## src/rtl/mips_pkg.sv

```systemverilog
// Shared definitions for the MIPS pipeline: NOP encoding, fetch-control states
// and the default reset PC.
package mips_pkg;

  localparam logic [31:0] NOP_INSTR        = 32'h0000_0000;
  localparam logic [31:0] DEFAULT_RESET_PC = 32'h0000_0000;

  typedef logic [1:0] fetch_state_t;

  localparam fetch_state_t FETCH = 2'd0;
  localparam fetch_state_t WAIT  = 2'd1;
  localparam fetch_state_t HOLD  = 2'd2;

endpackage

```

## src/rtl/if_id_reg.sv

```systemverilog
// Generic pipeline register with flush (to all zeros), load and hold; flush has
// priority over load. Reusable for any stage boundary.
module if_id_reg #(
  parameter int W = 65
) (
  input  logic         clk,
  input  logic         rst_n,
  input  logic         load,
  input  logic         flush,
  input  logic [W-1:0] d,
  output logic [W-1:0] q
);

  always_ff @(posedge clk or negedge rst_n) begin
    if (!rst_n)
      q <= '0;
    else if (flush)
      q <= '0;
    else if (load)
      q <= d;
  end

endmodule

```

## src/rtl/if_stage_fetch.sv

```systemverilog
// Instruction-fetch stage: PC, req/ready fetch control with a one-entry skid
// buffer for freeze, branch redirect with drop of in-flight data, and IF/ID.
module if_stage_fetch
  import mips_pkg::*;
#(
  parameter int ADDR_W = 32,
  parameter int DATA_W = 32,
  parameter logic [ADDR_W-1:0] RESET_PC = ADDR_W'(DEFAULT_RESET_PC)
) (
  input  logic              clk,
  input  logic              rst_n,
  input  logic              freeze,
  input  logic              branch_taken,
  input  logic [ADDR_W-1:0] branch_addr,
  output logic              imem_req,
  output logic [ADDR_W-1:0] imem_addr,
  input  logic [DATA_W-1:0] imem_rdata,
  input  logic              imem_ready,
  output logic [ADDR_W-1:0] if_id_pc,
  output logic [DATA_W-1:0] if_id_instr,
  output logic              if_id_valid
);

  localparam int REG_W = ADDR_W + DATA_W + 1;

  fetch_state_t      state, state_n;
  logic [ADDR_W-1:0] pc, pc_n;
  logic [ADDR_W-1:0] wait_addr, wait_addr_n;
  logic              discard, discard_n;
  logic              started;
  logic              skid_valid, skid_valid_n;
  logic [ADDR_W-1:0] skid_pc, skid_pc_n;
  logic [DATA_W-1:0] skid_instr, skid_instr_n;
  logic              reg_load, reg_flush;
  logic [REG_W-1:0]  reg_d, reg_q;
  logic [ADDR_W-1:0] next_seq;

  // The outstanding address is kept separately so a redirect can move pc
  // while the uncancellable access is still presented to memory.
  assign imem_req  = started && (state != HOLD);
  assign imem_addr = (state == WAIT) ? wait_addr : pc;
  assign next_seq  = imem_addr + ADDR_W'(4);

  always_comb begin
    state_n      = state;
    pc_n         = pc;
    wait_addr_n  = wait_addr;
    discard_n    = discard;
    skid_valid_n = skid_valid;
    skid_pc_n    = skid_pc;
    skid_instr_n = skid_instr;
    reg_load     = 1'b0;
    reg_flush    = 1'b0;
    reg_d        = {next_seq, imem_rdata, 1'b1};

    if (!started) begin
      state_n = FETCH;
    end else if (branch_taken) begin
      reg_flush    = 1'b1;
      pc_n         = branch_addr;
      skid_valid_n = 1'b0;
      if (imem_req && !imem_ready) begin
        discard_n = 1'b1;
        state_n   = WAIT;
        if (state == FETCH)
          wait_addr_n = pc;
      end else begin
        discard_n = 1'b0;
        state_n   = FETCH;
      end
    end else begin
      case (state)
        FETCH, WAIT: begin
          if (imem_ready) begin
            if (discard) begin
              discard_n = 1'b0;
              state_n   = FETCH;
            end else if (!freeze) begin
              reg_load = 1'b1;
              pc_n     = next_seq;
              state_n  = FETCH;
            end else begin
              skid_valid_n = 1'b1;
              skid_pc_n    = next_seq;
              skid_instr_n = imem_rdata;
              pc_n         = next_seq;
              state_n      = HOLD;
            end
          end else begin
            if (state == FETCH)
              wait_addr_n = pc;
            state_n = WAIT;
            if (!freeze)
              reg_flush = 1'b1;
          end
        end
        HOLD: begin
          if (!freeze) begin
            reg_load     = 1'b1;
            reg_d        = {skid_pc, skid_instr, 1'b1};
            skid_valid_n = 1'b0;
            state_n      = FETCH;
          end
        end
        default: state_n = FETCH;
      endcase
    end
  end

  always_ff @(posedge clk or negedge rst_n) begin
    if (!rst_n) begin
      state      <= FETCH;
      pc         <= RESET_PC;
      wait_addr  <= RESET_PC;
      discard    <= 1'b0;
      started    <= 1'b0;
      skid_valid <= 1'b0;
      skid_pc    <= '0;
      skid_instr <= DATA_W'(NOP_INSTR);
    end else begin
      state      <= state_n;
      pc         <= pc_n;
      wait_addr  <= wait_addr_n;
      discard    <= discard_n;
      started    <= 1'b1;
      skid_valid <= skid_valid_n;
      skid_pc    <= skid_pc_n;
      skid_instr <= skid_instr_n;
    end
  end

  if_id_reg #(.W(REG_W)) u_if_id (
    .clk   (clk),
    .rst_n (rst_n),
    .load  (reg_load),
    .flush (reg_flush),
    .d     (reg_d),
    .q     (reg_q)
  );

  assign {if_id_pc, if_id_instr, if_id_valid} = reg_q;

endmodule

```

## config.mk

```make
export PLATFORM = sky130hd
export DESIGN_NAME = if_stage_fetch
export DESIGN_NICKNAME = d
export VERILOG_FILES = /design/src/rtl/mips_pkg.sv /design/src/rtl/if_id_reg.sv /design/src/rtl/if_stage_fetch.sv
export SDC_FILE = /design/constraint.sdc
export NUM_CORES = 1
export LEC_CHECK = 0
export CAP_MARGIN = 20
export CORE_AREA = 2 2 137 206
export DETAILED_ROUTE_END_ITERATION = 8
export DIE_AREA = 0 0 139 208
export GPL_TIMING_DRIVEN = 0
export SYNTH_ARGS = -nofsm -noshare
export SYNTH_HDL_FRONTEND = slang
export SYNTH_SLANG_ARGS = --single-unit
export TNS_END_PERCENT = 100
```

## constraint.sdc

```tcl
create_clock -name clk -period 5.4 [get_ports clk]
set_clock_uncertainty 0.15 [all_clocks]
set_input_delay 0.81 -clock clk [delete_from_list [all_inputs] [get_ports clk]]
set_output_delay 0.81 -clock clk [all_outputs]
set_load 0.02 [all_outputs]
```

After elaboration in Yosys (flattened, before gate mapping)
Cells that the tools add are included.

cells by class
  $add $sub $neg = 1
  equality and inequality tests = 7
  multiplexer cells = 38
  bitwise logic cells = 2
  reduce and logical (&&, ||, !) cells = 12

operators by type and width
  cell                                           number
  2-to-1 mux 65 bit                              6
  2-to-1 mux 32 bit                              10
  adder 32 x 3 -> 32 bit, second input constant  1
  2-to-1 mux 1 bit                               14
  2-to-1 mux 2 bit                               6
  AND reduction 4 bit                            2
  != test 2 bit, second input constant           3
  AND reduction 6 bit                            1
  nonzero test 2 bit                             3
  != test 4 bit, second input constant           1
  one-hot mux 2 bit (2 select lines)             1
  AND reduction 3 bit                            1
  == test 2 x 1 -> 1 bit, second input constant  1
  == test 2 bit, second input constant           1
  logical AND 1 bit                              2
  logical NOT 2 bit                              1
  != test 2 x 1 -> 1 bit, second input constant  1
  inverter 1 bit                                 2
  one-hot mux 1 bit (2 select lines)             1
  OR reduction 2 bit                             1
  logical NOT 1 bit                              1

word-level totals
  register bits = 197
  bits of input ports = 69
  output and inout port bits = 98
  logic and storage cells = 68

Logic depth before layout (Yosys ltp)
Gate-level depths: netlist of run 1.

  word-level depth = 9
  gate-level depth with buffers = 13

Hierarchy
A second synthesis of run 1 with hierarchy kept.

unflattened totals
  cell total of the unflattened synthesis = 1,151
  area, all modules = 10,647.7 sq um

modules (own cells, without submodules)
  module          instances  cells an instance  area each (sq um)  seq. area each (sq um)
  if_stage_fetch  1          942                7,980.2            3,303.2
  if_id_reg       1          209                2,667.6            1,626.6

Worst setup path before layout of run 1
OpenSTA, ideal clock, no wires.

  path type = register to register
  start point = register state[1]
  end point = register u_if_id.q[53]
  arrival time = 3,050 ps
  required time = 5,122 ps
  slack = 2,072 ps
  cell stages (with the launch flop) = 13
  clock period less this slack = 3,328 ps
  cell sequence = dfrtp_1 nand2b_1 buf_4 buf_6 buf_2 buf_2 buf_2 mux2_2 ha_1 nand2_1 or4_1 xor2_1 o21ai_1

on the way
  cells in the longest elaborated chain, start to end = 9

ends and longest elaborated chain
  item                      line                   RTL
  start, declared           if_stage_fetch.sv:26   fetch_state_t state, state_n;
  start signal, assigned    if_stage_fetch.sv:121  state <= state_n;
  == test 2 x 1 -> 1 bit *  if_stage_fetch.sv:41   assign imem_addr = (state == WAIT) ? wait_addr : pc;
  2-to-1 mux 32 bit *       if_stage_fetch.sv:41
  via imem_addr[3]          if_stage_fetch.sv:16   output logic [ADDR_W-1:0] imem_addr,
  adder 32 x 3 -> 32 bit *  if_stage_fetch.sv:42   assign next_seq = imem_addr + ADDR_W'(4);
  2-to-1 mux 65 bit         if_stage_fetch.sv:98   if (!freeze) begin
  2-to-1 mux 65 bit         if_stage_fetch.sv:72   case (state)
  2-to-1 mux 65 bit         if_stage_fetch.sv:58   end else if (branch_taken) begin
  2-to-1 mux 65 bit *       if_stage_fetch.sv:56   if (!started) begin
  2-to-1 mux 65 bit *       if_id_reg.sv:19        else if (load)
  2-to-1 mux 65 bit *       if_id_reg.sv:17        else if (flush)
  end signal, assigned      if_id_reg.sv:16        q <= '0;
  end signal, assigned      if_id_reg.sv:18        q <= '0;
  end signal, assigned      if_id_reg.sv:20        q <= d;
  end, declared             if_id_reg.sv:11        output logic [W-1:0] q

Mark *: on every way through the listed nets, which the timed path passes. The rest lies on a longest branch. The select of a mux whose other input is x is not followed.
A chain may end at the register's enable or synchronous reset.

Final worst setup path of run 1
  start point = register state[1]
  end point = output port imem_addr[0]

on the way
  cells in the longest elaborated chain, start to end = 2

ends and longest elaborated chain
  item                    line
  == test 2 x 1 -> 1 bit  if_stage_fetch.sv:41
  2-to-1 mux 32 bit       if_stage_fetch.sv:41
  end, declared           if_stage_fetch.sv:16

Every way passes these cells.

==> results of run 1 <==
-- how the worst min path moves through the flow --
stage               depth (start not counted)  slack [ns]                 startpoint                         to
finish                                      1        0.24                      rst_n   u_if_id.q[5]$_DFFE_PN0P_
global route                                1        0.31                      rst_n   u_if_id.q[9]$_DFFE_PN0P_
CTS                                         1        0.30                      rst_n   u_if_id.q[5]$_DFFE_PN0P_
detailed placement                          2        0.31  skid_instr[3]$_DFFE_PN0P_  skid_instr[3]$_DFFE_PN0P_
global placement                            2        0.31     skid_pc[8]$_DFFE_PN0P_     skid_pc[8]$_DFFE_PN0P_
floorplan                                   2        0.29    skid_pc[17]$_DFFE_PN0P_    skid_pc[17]$_DFFE_PN0P_
-- layout by cell type (no fill, tap or decap), types with 3 or more instances in the layout --
cell	count
sky130_fd_sc_hd__nand2_1	257
sky130_fd_sc_hd__dfrtp_1	197
sky130_fd_sc_hd__clkdlybuf4s50_1	165
sky130_fd_sc_hd__o21ai_0	85
sky130_fd_sc_hd__mux2_2	56
sky130_fd_sc_hd__mux2i_1	54
sky130_fd_sc_hd__a21oi_1	49
sky130_fd_sc_hd__clkbuf_1	48
sky130_fd_sc_hd__nor2_1	40
sky130_fd_sc_hd__nand3_1	17
sky130_fd_sc_hd__o21ai_1	17
sky130_fd_sc_hd__a22oi_1	17
sky130_fd_sc_hd__clkbuf_16	17
sky130_fd_sc_hd__and3_1	15
sky130_fd_sc_hd__xnor2_1	12
sky130_fd_sc_hd__inv_1	9
sky130_fd_sc_hd__nor3_1	8
sky130_fd_sc_hd__o21a_1	7
sky130_fd_sc_hd__xor2_1	7
sky130_fd_sc_hd__o31ai_1	6
sky130_fd_sc_hd__buf_2	5
sky130_fd_sc_hd__mux2i_2	4
sky130_fd_sc_hd__nand4_1	4
sky130_fd_sc_hd__nor4_1	4
sky130_fd_sc_hd__a31oi_1	4
sky130_fd_sc_hd__inv_6	4
sky130_fd_sc_hd__nand2b_1	3
sky130_fd_sc_hd__buf_4	3
sky130_fd_sc_hd__nor2b_1	3
sky130_fd_sc_hd__o22ai_1	3
sky130_fd_sc_hd__buf_1	3
sky130_fd_sc_hd__bufinv_16	3
sky130_fd_sc_hd__clkinv_4	3
-- area by class of cell --
type	instances	area [um^2]	area share, %
flip-flops and latches	197	4930	40.80
multi-input cells	703	4118	34.08
repair buffers	167	1694	14.02
clock buffers	19	452.9	3.749
well taps	342	427.9	3.542
plain buffers	60	250.2	2.071
clock inverters	13	171.4	1.419
inverters	10	37.54	0.3107
-- power by group through the flow --
stage / sequential, uW / combinational, uW / clock (uW)
floorplan: 1970 / 649 / 0
global placement: 1980 / 1140 / 0
detailed placement: 1990 / 1160 / 0
CTS: 1960 / 1160 / 1380
global route: 2000 / 1260 / 1430
finish: 1960 / 1150 / 1360
-- sequential cells by signal (all words and copies together), names as in the netlist --
register    flops
pc             32
u_if_id.q      65
state           2
discard         1
skid_pc        32
wait_addr      32
started         1
skid_instr     32
-- per-layer routing --
layer	up-vias	share of wire (%)
met3	49	6.7
met4	0	3.5
met2	239	52
met5	-	0
li1	3704	-
met1	3866	38
-- logic make-up (layout without fill, tap and decap cells) --
kind of cell / count (synthesis) / after routing / share of synthesized area [%]
xor gates and xnor gates: 19 / 19 / 1.783
buffers and inverters: 70 / 269 / 3.083
DFF: 197 / 197 / 52.81
muxes: 115 / 115 / 13.38
and+or+nand+nor: 370 / 370 / 16.94
adders and majority gates: 1 / 1 / 0.1340
other: 1 / 1 / 0.04017
AOI/OAI and AO/OA: 197 / 197 / 11.83
-- per-stage QoR --
step / utilization, % / worst slack (ns) / area, um^2 / cells / total power (uW)
global route: 44.69 / 0.4235 / 12080 / 1511 / 4696
detailed placement: 42.38 / 1.052 / 11460 / 1479 / 3146
global placement: 42.26 / -5.343 / 11420 / 1478 / 3115
finish: 44.69 / 0.6125 / 12080 / 1511 / 4472
CTS: 44.69 / 0.5755 / 12080 / 1511 / 4505
floorplan: - / 2.072 / 9335 / 970 / 2621
-- cells in the mapped netlist, types with 4 or more instances --
| cell | instances |
|---|---|
| sky130_fd_sc_hd__o21a_1 | 7 |
| sky130_fd_sc_hd__nor4_1 | 4 |
| sky130_fd_sc_hd__nand2_1 | 257 |
| sky130_fd_sc_hd__mux2i_1 | 54 |
| sky130_fd_sc_hd__xor2_1 | 7 |
| sky130_fd_sc_hd__clkbuf_1 | 48 |
| sky130_fd_sc_hd__dfrtp_1 | 197 |
| sky130_fd_sc_hd__a31oi_1 | 4 |
| sky130_fd_sc_hd__nor2_1 | 40 |
| sky130_fd_sc_hd__o31ai_1 | 6 |
| sky130_fd_sc_hd__nor3_1 | 8 |
| sky130_fd_sc_hd__nand4_1 | 4 |
| sky130_fd_sc_hd__xnor2_1 | 12 |
| sky130_fd_sc_hd__buf_2 | 5 |
| sky130_fd_sc_hd__o21ai_1 | 17 |
| sky130_fd_sc_hd__o21ai_0 | 85 |
| sky130_fd_sc_hd__mux2_2 | 56 |
| sky130_fd_sc_hd__nand3_1 | 17 |
| sky130_fd_sc_hd__mux2i_2 | 4 |
| sky130_fd_sc_hd__and3_1 | 15 |
| sky130_fd_sc_hd__inv_1 | 9 |
| sky130_fd_sc_hd__a22oi_1 | 17 |
| sky130_fd_sc_hd__a21oi_1 | 49 |
==> flow_summary.rst, run 1 <==
.. list-table::
   :header-rows: 1

   * - Metric
     - Value
   * - Ratio of final minimum period to clock period
     - a little under 90%
   * - Register area share after synthesis
     - 52.81%
   * - Worst-margin pin slew
     - between 0.9 and 1 ns
   * - Clock root buffer
     - sky130_fd_sc_hd__clkbuf_16
   * - First-pass DRT Iterations
     - 5
   * - Grt ovf
     - 0
   * - Predominant post-synthesis flop cell
     - sky130_fd_sc_hd__dfrtp_1
   * - Global-route wire length before repair
     - 46200 um
   * - Fraction of registers with async set or reset after synthesis
     - 100.0%
   * - CTS HTree Levels
     - 4
   * - Syn Std Cell Area
     - between 0.009 and 0.01 mm^2
   * - Area of the die
     - 0.02891 mm^2
   * - NetSw
     - ~1400 uW
   * - Count of yosys warnings during synthesis
     - 0
   * - Pin count of the biggest net entering global routing
     - 103
   * - Worst hold path class
     - in2async
   * - Fraction of final layout cells sized beyond drive strength 1
     - 9.410%
   * - Leakage power summed over all cells
     - 0.005249 uW
   * - Combinational share of power
     - between 20% and 30%
   * - Initial standard-cell utilization of the core
     - 34.53%
   * - Number of endpoints failing setup at the final stage
     - 0
   * - Vert. Die Dim
     - approximately 210 um
   * - Maximum frequency from static timing analysis
     - 208.9 MHz
   * - Count of flip-flops with a built-in enable after synthesis
     - 0
   * - Critical path cell sequence
     - nand2b_1 -> buf_4 -> buf_6 -> buf_2 -> buf_2 -> buf_2 -> mux2i_1 -> inv_1 -> buf_4 -> clkdlybuf4s50_1
   * - Worst Path Buf+Inv
     - 8
   * - Layout overhead on the synthesized area
     - 29.42%
   * - Vias after detailed routing
     - 7858
   * - Clock tree from TritonCTS
     - yes
   * - Number of top-level pins
     - 167
   * - Layout Nets
     - 1226
   * - Final total negative setup slack
     - 0 ns
   * - Proportion of netlist area held by the largest area contributor
     - 52.81%
   * - Max-slew headroom at the worst pin
     - between 30% and 40%
   * - Sink Count
     - 197
   * - Crit. path cell count
     - 10
   * - Destination of the critical timing path
     - imem_addr[0]
   * - Die boundary width
     - between 100 and 150 um
   * - Post-detail-place hpwl
     - 22370 um
   * - First DRT Iteration DRCs
     - 477
   * - Met3 usage
     - under 10%
   * - Core box area
     - 0.02704 mm^2
   * - Global route hottest layer
     - met2
   * - Final Wtd Congestion
     - 0.9033
   * - Final wirelength
     - between 20000 and 30000 um
   * - Resize count post-CTS
     - 0
   * - Critical path startpoint
     - state[1]$_DFFE_PN0P_
   * - Crit Path Category
     - reg2out
   * - Setup Buffers After CTS
     - 0
   * - CP top delay family
     - buffers and inverters
   * - Sequential group share of total power
     - 43.9%
   * - Number of clock buffers inserted by TritonCTS
     - 17
   * - CTS hold repair buffers
     - 0
   * - Capturing point of the worst reg2reg path
     - skid_pc[24]$_DFFE_PN0P_
   * - Number of DRC violations after detailed routing
     - 0
   * - Vias/cell
     - 5.201
   * - Port Buffers
     - 166
   * - GR Layer Usage met2
     - a little under two fifths
   * - Maximum clock insertion buffer count
     - 2
   * - Synth Area per Inst
     - 9.624 um^2
   * - Unrepaired setup endpoints after global routing
     - no
   * - Worst path arrival time
     - about 3.8 ns
   * - Register bit total from synthesis
     - 197
   * - Number of cells traversed by the worst register-to-register path
     - 13
   * - Number of cell rows
     - 74
   * - Number of hold-slack violations in the final timing report
     - 0
   * - Sw frac
     - 32.16%
   * - Antenna Cells
     - 0
   * - Netlist cell types
     - 54
   * - Clock transition time at the flip-flop clock pins of the worst setup and hold paths
     - 0.07 ns
   * - Time the worst path needs with I/O delays and setup
     - 4.788 ns
   * - Run status
     - finished clean
   * - Element type at the critical path end
     - primary output
   * - Number of nets in the synthesized netlist
     - 1040
   * - Launching point of the worst reg2reg path
     - state[1]$_DFFE_PN0P_
   * - Worst EP required
     - 4.44 ns
   * - Maximum fanout count along the critical path
     - 10
   * - Cell taking the most area after synthesis
     - sky130_fd_sc_hd__dfrtp_1
   * - Maximum cell stage delay along the critical path
     - around 0.53 ns
   * - Via count of the first global-routing pass
     - just under 8000
   * - Worst skew pair latency
     - 0.44 ns
   * - Final hold slack
     - 0.2431 ns
   * - Max-capacitance violation count
     - 0
   * - Post-synthesis instance total
     - 970
   * - Relative contribution of the clock network to total power
     - 30.3%
   * - Power Dens Cells
     - about 370 mW/mm^2
   * - Top cells by area in the synthesized netlist
     - sky130_fd_sc_hd__dfrtp_1 (53%), sky130_fd_sc_hd__nand2_1 (10%), sky130_fd_sc_hd__mux2_2 (6.8%)
   * - Internal power summed over all cells
     - slightly above 3000 uW
   * - Final antenna-violating net count
     - 0
   * - Cell with the largest stage delay on the worst path
     - sky130_fd_sc_hd__mux2i_1
   * - Number of antenna violations at the first check in global routing
     - 0
   * - Number of fill cells in the layout
     - 2671
   * - Final max-slew violation count
     - 0
   * - Most frequent CP cell
     - sky130_fd_sc_hd__buf_2
   * - Met1 GRT Util
     - 23.07%
   * - Worst Setup Start Kind
     - flop
   * - IR drop worst, VDD
     - 226.8 uV
   * - Gr usage total
     - a little over a fifth
   * - Setup slack of the most critical reg-to-reg path
     - between 1 and 1.5 ns
   * - Post-DR wirelength/cell
     - 19.80 um
No activity file was read; power rests on OpenSTA's default activity.
==> inputs of run 2 (changes only) <==
--- a/config.mk
+++ b/config.mk
@@ -6,9 +6,9 @@
 export NUM_CORES = 1
 export LEC_CHECK = 0
 export CAP_MARGIN = 20
-export CORE_AREA = 2 2 137 206
+export CORE_AREA = 2 2 186 152
 export DETAILED_ROUTE_END_ITERATION = 8
-export DIE_AREA = 0 0 139 208
+export DIE_AREA = 0 0 188 154
 export GPL_TIMING_DRIVEN = 0
 export SYNTH_ARGS = -nofsm -noshare
 export SYNTH_HDL_FRONTEND = slang
==> run 2 against run 1 <==
  * Flip-flop and latch count unchanged
  * First-iteration DRC count increased by 33%
  * Worst hold slack got worse by 0.036 ns
  * Cell area is essentially flat
  * Combinational power about the same
  * Die area is 0.14% higher
  * Critical path depth unchanged
  * Worst setup slack improved by 0.015 ns
  * Wire length shrank 1.8%
  * Critical path type unchanged
  * Critical endpoint unchanged
  * Highest routed layer unchanged
==> flow_summary.rst, run 2 (same netlist as run 1, synthesis figures left out) <==
.. list-table::
   :header-rows: 1

   * - Metric
     - Value
   * - Worst hold path class
     - in2async
   * - Sw frac
     - 33.75%
   * - Largest register by flop count
     - u_if_id.q
   * - Most used cells in the layout excluding fill and tap cells
     - sky130_fd_sc_hd__nand2_1 (257), sky130_fd_sc_hd__dfrtp_1 (197), sky130_fd_sc_hd__clkdlybuf4s50_1 (165)
   * - Cell with the largest stage delay on the worst path
     - sky130_fd_sc_hd__mux2i_1
   * - Layout overhead on the synthesized area
     - 29.47%
   * - Combinational share of power
     - 26.0%
   * - CTS HTree Levels
     - 4
   * - Vert. Die Dim
     - 154 um
   * - Core box area
     - 0.02696 mm^2
   * - Number of endpoints failing setup at the final stage
     - 0
   * - Final total negative setup slack
     - 0 ns
   * - Maximum cell stage delay along the critical path
     - 0.53 ns
   * - Final antenna-violating net count
     - 0
   * - Element type at the critical path end
     - primary output
   * - Setup Buffers After CTS
     - 0
   * - First-pass DRT Iterations
     - 5
   * - Port Buffers
     - between 150 and 200
   * - Clock transition time at the flip-flop clock pins of the worst setup and hold paths
     - 0.08 ns
   * - Maximum clock insertion buffer count
     - 2
   * - Die boundary width
     - ~190 um
   * - Final max-slew violation count
     - 0
   * - Worst-margin pin slew
     - 0.9387 ns
   * - Vias after detailed routing
     - 7776
   * - Resize count post-CTS
     - 0
   * - Sink Count
     - between 150 and 200
   * - Time the worst path needs with I/O delays and setup
     - 4.773 ns
   * - Critical path cell sequence
     - nand2b_1 -> buf_4 -> buf_6 -> buf_2 -> buf_2 -> buf_2 -> mux2i_1 -> inv_1 -> buf_4 -> clkdlybuf4s50_1
   * - Number of clock buffers inserted by TritonCTS
     - 17
   * - Number of hold-slack violations in the final timing report
     - 0
   * - Number of fill cells in the layout
     - 2592
   * - Vias/cell
     - 5.072
   * - Via count of the first global-routing pass
     - 7435
   * - Maximum frequency from static timing analysis
     - 209.5 MHz
   * - CTS hold repair buffers
     - 0
   * - Crit Path Category
     - reg2out
   * - Gr usage total
     - 20.45%
   * - Worst Setup Start Kind
     - flop
   * - Number of antenna violations at the first check in global routing
     - 0
   * - Worst skew pair latency
     - around 0.44 ns
   * - Relative contribution of the clock network to total power
     - between 20% and 30%
   * - Number of DRC violations after detailed routing
     - 0
   * - Final Wtd Congestion
     - around 0.93
   * - Maximum fanout count along the critical path
     - 10
   * - Post-DR wirelength/cell
     - 19.17 um
   * - First DRT Iteration DRCs
     - 633
   * - Ratio of final minimum period to clock period
     - 88.38%
   * - NetSw
     - between 1000 and 1500 uW
   * - Worst EP required
     - 4.44 ns
   * - Run status
     - finished clean
   * - Pin count of the biggest net entering global routing
     - 112
   * - Global-route wire length before repair
     - 45150 um
   * - Power Dens Cells
     - 367.1 mW/mm^2
   * - Sequential group share of total power
     - 44.2%
   * - Grt ovf
     - 0
   * - Worst Path Buf+Inv
     - 8
   * - IR drop worst, VDD
     - 216.8 uV
   * - Initial standard-cell utilization of the core
     - 34.63%
   * - Final standard cell area without fillers
     - 0.01209 mm^2
   * - Most frequent CP cell
     - sky130_fd_sc_hd__buf_2
   * - Leading cell type in the layout, fill and taps excluded
     - sky130_fd_sc_hd__nand2_1
   * - Max-capacitance violation count
     - 0
   * - Number of top-level pins
     - 167
   * - Unrepaired setup endpoints after global routing
     - no
   * - Clock tree from TritonCTS
     - yes
   * - CP top delay family
     - buffers and inverters
   * - Number of cell rows
     - 54
   * - Fraction of final layout cells sized beyond drive strength 1
     - 9.410%
   * - Layout Nets
     - 1226
   * - Clock root buffer
     - sky130_fd_sc_hd__clkbuf_16
   * - Final wirelength
     - 29390 um
   * - Post-DP Area
     - 0.01148 mm^2
   * - Antenna Cells
     - 0
   * - Area of the die
     - 0.02895 mm^2
   * - Worst path arrival time
     - roughly 3.8 ns
   * - Max reg flops
     - 65
   * - Leakage power summed over all cells
     - 0.005243 uW
   * - Max-slew headroom at the worst pin
     - 37.00%
   * - Internal power summed over all cells
     - ~2900 uW
   * - PnR Total Power
     - roughly 4400 uW
   * - Post-detail-place hpwl
     - about 21000 um
run 2: cell count changes in the layout (fill, tap and decap cells not counted), sizes merged:
| cell | delta |
|---|---|
| inv | +6 |
| bufinv | -2 |
| clkbuf | -2 |
| clkinv | -1 |
| clkinvlp | -1 |
run 2: final timing paths:
| kind | from | endpoint | slack (ns) | cells after the start |
|---|---|---|---|---|
| max in group asynchronous | rst_n | wait_addr[11]$_DFFE_PN0P_ | 3.82 | 2 |
| setup reg to reg | state[1]$_DFFE_PN0P_ | skid_pc[24]$_DFFE_PN0P_ | 1.06 | 13 |
| min in group clk | u_if_id.q[52]$_DFFE_PN0P_ | u_if_id.q[52]$_DFFE_PN0P_ | 0.32 | 2 |
| hold / removal | rst_n | skid_instr[8]$_DFFE_PN0P_ | 0.21 | 1 |
| setup / recovery | state[1]$_DFFE_PN0P_ | imem_addr[0] | 0.63 | 10 |
| hold reg to reg | u_if_id.q[52]$_DFFE_PN0P_ | u_if_id.q[52]$_DFFE_PN0P_ | 0.32 | 2 |
run 2: final cells by class:
type	instances	area, um^2	area share, %
buffer	60	250.2	2.070
clock buffer	17	425.4	3.520
clock inverter	15	176.4	1.460
inverter	10	37.54	0.3106
multi-input combinational	703	4118	34.07
sequential	197	4930	40.79
tap	364	455.4	3.768
timing repair buffer	167	1694	14.02
run 2: power by group through the flow:
stage / Sequential [uW] / Combinational, uW / Clock, uW
floorplan: 1970 / 649 / 0
global placement: 1980 / 1140 / 0
detailed placement: 1980 / 1160 / 0
CTS: 1960 / 1160 / 1350
global route: 2000 / 1260 / 1410
finish: 1960 / 1160 / 1320
run 2: per-stage QoR:
step,std cells,setup slack (ns),hold WS [ns],util (%)
after floorplan,970,2.072,0.2948,-
final,1533,0.6274,0.2067,44.83
after CTS,1533,0.6130,0.2481,44.83
after global placement,1500,-5.313,0.3059,42.48
after detailed placement,1501,1.110,0.3061,42.60
after global routing,1533,0.4620,0.2738,44.83
run 2: routing by layer:
layer	wire (um)	GRT usage [%]	vias up
met5	0	0	-
met4	335	4.537	0
met3	1730	3.355	20
met2	12840	30.57	256
met1	14490	30.93	3798
li1	-	-	3702
==> inputs of run 3 (changes only) <==
--- a/config.mk
+++ b/config.mk
@@ -6,10 +6,11 @@
 export NUM_CORES = 1
 export LEC_CHECK = 0
 export CAP_MARGIN = 20
-export CORE_AREA = 2 2 186 152
+export CORE_AREA = 2 2 161 132
 export DETAILED_ROUTE_END_ITERATION = 8
-export DIE_AREA = 0 0 188 154
+export DIE_AREA = 0 0 163 134
 export GPL_TIMING_DRIVEN = 0
+export PLACE_DENSITY = 0.72
 export SYNTH_ARGS = -nofsm -noshare
 export SYNTH_HDL_FRONTEND = slang
 export SYNTH_SLANG_ARGS = --single-unit
==> run 3 against run 2 <==
  * Combinational power is essentially flat
  * Non-clock buffer count is the same
  * Register-to-register slack gained 0.05 ns
  * Count of clock-buffer cells in the layout grew 2
  * Largest cell class unchanged
==> flow_summary.rst, run 3 (same netlist as run 1, synthesis figures left out) <==
.. list-table::
   :header-rows: 1

   * - Metric
     - Value
   * - Number of cells traversed by the worst register-to-register path
     - 13
   * - Clock tree from TritonCTS
     - yes
   * - Number of endpoints failing setup at the final stage
     - 0
   * - Layout overhead on the synthesized area
     - 27.95%
   * - Worst-margin pin slew
     - 0.9801 ns
   * - Pin count of the biggest net entering global routing
     - 104
   * - Max-capacitance violation count
     - 0
   * - Core box area
     - 0.02029 mm^2
   * - Port Buffers
     - 166
   * - Clock transition time at the flip-flop clock pins of the worst setup and hold paths
     - 0.08 ns
   * - Number of hold-slack violations in the final timing report
     - 0
   * - Worst hold path class
     - in2async
   * - Maximum fanout count along the critical path
     - 10
   * - Element type at the critical path end
     - primary output
   * - Most used cells in the layout excluding fill and tap cells
     - sky130_fd_sc_hd__nand2_1 (257), sky130_fd_sc_hd__dfrtp_1 (197), sky130_fd_sc_hd__clkdlybuf4s50_1 (165)
   * - Final hold slack
     - 0.2196 ns
   * - Final Wtd Congestion
     - 0.9721
   * - Maximum clock insertion buffer count
     - 2
   * - Worst Path Buf+Inv
     - 8
   * - Post-Route Utilization
     - 58.87%
   * - Time the worst path needs with I/O delays and setup
     - 4.782 ns
   * - Leakage power summed over all cells
     - 0.005232 uW
   * - Max-slew headroom at the worst pin
     - 34.22%
   * - Final antenna-violating net count
     - 0
   * - Number of top-level pins
     - 167
   * - First DRT Iteration DRCs
     - 716
   * - Launching point of the worst reg2reg path
     - state[1]$_DFFE_PN0P_
   * - Largest register by flop count
     - u_if_id.q
   * - First-pass DRT Iterations
     - 5
   * - Layout Nets
     - 1226
   * - Post-DR wirelength/cell
     - 19.36 um
   * - Power Dens Cells
     - 367.6 mW/mm^2
   * - Maximum frequency from static timing analysis
     - 209.1 MHz
   * - Most frequent CP cell
     - sky130_fd_sc_hd__buf_2
   * - Vias/cell
     - 5.569
   * - Area of the die
     - approximately 0.022 mm^2
   * - Gr usage total
     - 26.02%
   * - Ratio of final minimum period to clock period
     - between 80 and 90%
   * - Cell with the largest stage delay on the worst path
     - sky130_fd_sc_hd__mux2i_1
   * - Maximum cell stage delay along the critical path
     - 0.52 ns
   * - Number of antenna violations at the first check in global routing
     - 0
   * - Die boundary width
     - 163 um
   * - Crit Path Category
     - reg2out
   * - Via count of the first global-routing pass
     - 7661
   * - CP top delay family
     - buffers and inverters
   * - Max reg flops
     - 65
   * - IR drop worst, VDD
     - 208.5 uV
   * - Final max-slew violation count
     - 0
   * - Initial standard-cell utilization of the core
     - 46.01%
   * - Worst path arrival time
     - 3.82 ns
   * - Capturing point of the worst reg2reg path
     - pc[14]$_DFFE_PN0P_
   * - Worst skew pair latency
     - 0.44 ns
   * - Leading cell type in the layout, fill and taps excluded
     - sky130_fd_sc_hd__nand2_1
   * - Unrepaired setup endpoints after global routing
     - no
   * - Vert. Die Dim
     - around 130 um
   * - Post-detail-place hpwl
     - ~20000 um
   * - Resize count post-CTS
     - 0
   * - Run status
     - finished clean
   * - Final wirelength
     - 27830 um
   * - Sink Count
     - 197
   * - Worst EP required
     - between 4 and 5 ns
   * - CTS HTree Levels
     - 4
   * - Grt ovf
     - 0
   * - Setup slack of the most critical reg-to-reg path
     - 1.11 ns
   * - Clock root buffer
     - sky130_fd_sc_hd__clkbuf_16
   * - Antenna Cells
     - 0
   * - Critical path cell sequence
     - nand2b_1 -> buf_4 -> buf_6 -> buf_2 -> buf_2 -> buf_2 -> mux2i_1 -> inv_1 -> buf_4 -> clkdlybuf4s50_1
   * - Worst Setup Start Kind
     - flop
   * - Number of clock buffers inserted by TritonCTS
     - 17
   * - Setup Buffers After CTS
     - 0
   * - Global-route wire length before repair
     - 43240 um
   * - Number of DRC violations after detailed routing
     - 0
   * - Fraction of final layout cells sized beyond drive strength 1
     - under 10%
   * - Vias after detailed routing
     - 8008
   * - Number of cell rows
     - 47
   * - CTS hold repair buffers
     - 0
## run 3: how the worst max path moves through the flow
stage	from	endpoint	slack, ns	cells after the start
2_1_floorplan	state[1]$_DFFE_PN0P_	u_if_id.q[53]$_DFFE_PN0P_	2.07	12
3_3_place_gp	rst_n	u_if_id.q[18]$_DFFE_PN0P_	-5.04	1
3_5_place_dp	state[1]$_DFFE_PN0P_	imem_addr[0]	1.14	10
4_1_cts	state[1]$_DFFE_PN0P_	imem_addr[0]	0.65	10
5_1_grt	state[1]$_DFFE_PN0P_	imem_addr[0]	0.45	10
6_report	state[1]$_DFFE_PN0P_	imem_addr[0]	0.62	10
## run 3: stage by stage
step | std cells | cell area [um^2] | total power (uW) | worst slack [ns] | setup TNS (ns)
after CTS | 1438 | 11940 | 4391 | 0.6541 | 0
after floorplan | 970 | 9335 | 2621 | 2.072 | 0
after detailed placement | 1406 | 11370 | 3130 | 1.141 | 0
final | 1438 | 11940 | 4391 | 0.6180 | 0
after global placement | 1405 | 11330 | 3093 | -5.045 | -991.37
after global routing | 1438 | 11940 | 4593 | 0.4452 | 0
## run 3: worst register-to-register path, stage by stage, from the launching register on
cell and delay [ns]:
sky130_fd_sc_hd__dfrtp_1 0.45, sky130_fd_sc_hd__nand2b_1 0.14, sky130_fd_sc_hd__buf_4 0.23, sky130_fd_sc_hd__buf_6 0.21, sky130_fd_sc_hd__buf_2 0.29, sky130_fd_sc_hd__buf_2 0.37, sky130_fd_sc_hd__buf_2 0.44, sky130_fd_sc_hd__mux2_2 0.41
sky130_fd_sc_hd__ha_1 0.24, sky130_fd_sc_hd__nand2_1 0.30, sky130_fd_sc_hd__nor3_1 0.16, sky130_fd_sc_hd__xnor2_1 0.55, sky130_fd_sc_hd__o21ai_1 0.13, sky130_fd_sc_hd__o21a_1 0.13
## run 3: layer usage
metal / vias to the layer above / part of all wire [%] / track usage [%]
met5: - / 0 / 0
li1: 3707 / - / -
met2: 349 / 45 / 39.24
met4: 0 / 1.3 / 5.801
met3: 31 / 7.6 / 4.422
met1: 3921 / 47 / 39.46
## run 3: report_power, final
| part | switching (uW) | total, uW | leakage (uW) | internal [uW] |
|---|---|---|---|---|
| registers | 205 | 1970 | 0.00252 | 1760 |
| clock network | 606 | 1270 | 0.000283 | 665 |
| logic | 643 | 1150 | 0.00243 | 510 |
| total | 1450 | 4390 | 0.00523 | 2940 |
## run 3: cell type report
cell class | count | area [um^2]
Inverter | 10 | 37.54
Fill cell | 1843 | 8344
Multi-Input combinational cell | 703 | 4118
Sequential cell | 197 | 4930
Clock inverter | 13 | 135.1
Buffer | 60 | 250.2
Clock buffer | 19 | 442.9
Timing Repair Buffer | 167 | 1694
Tap cell | 269 | 336.6
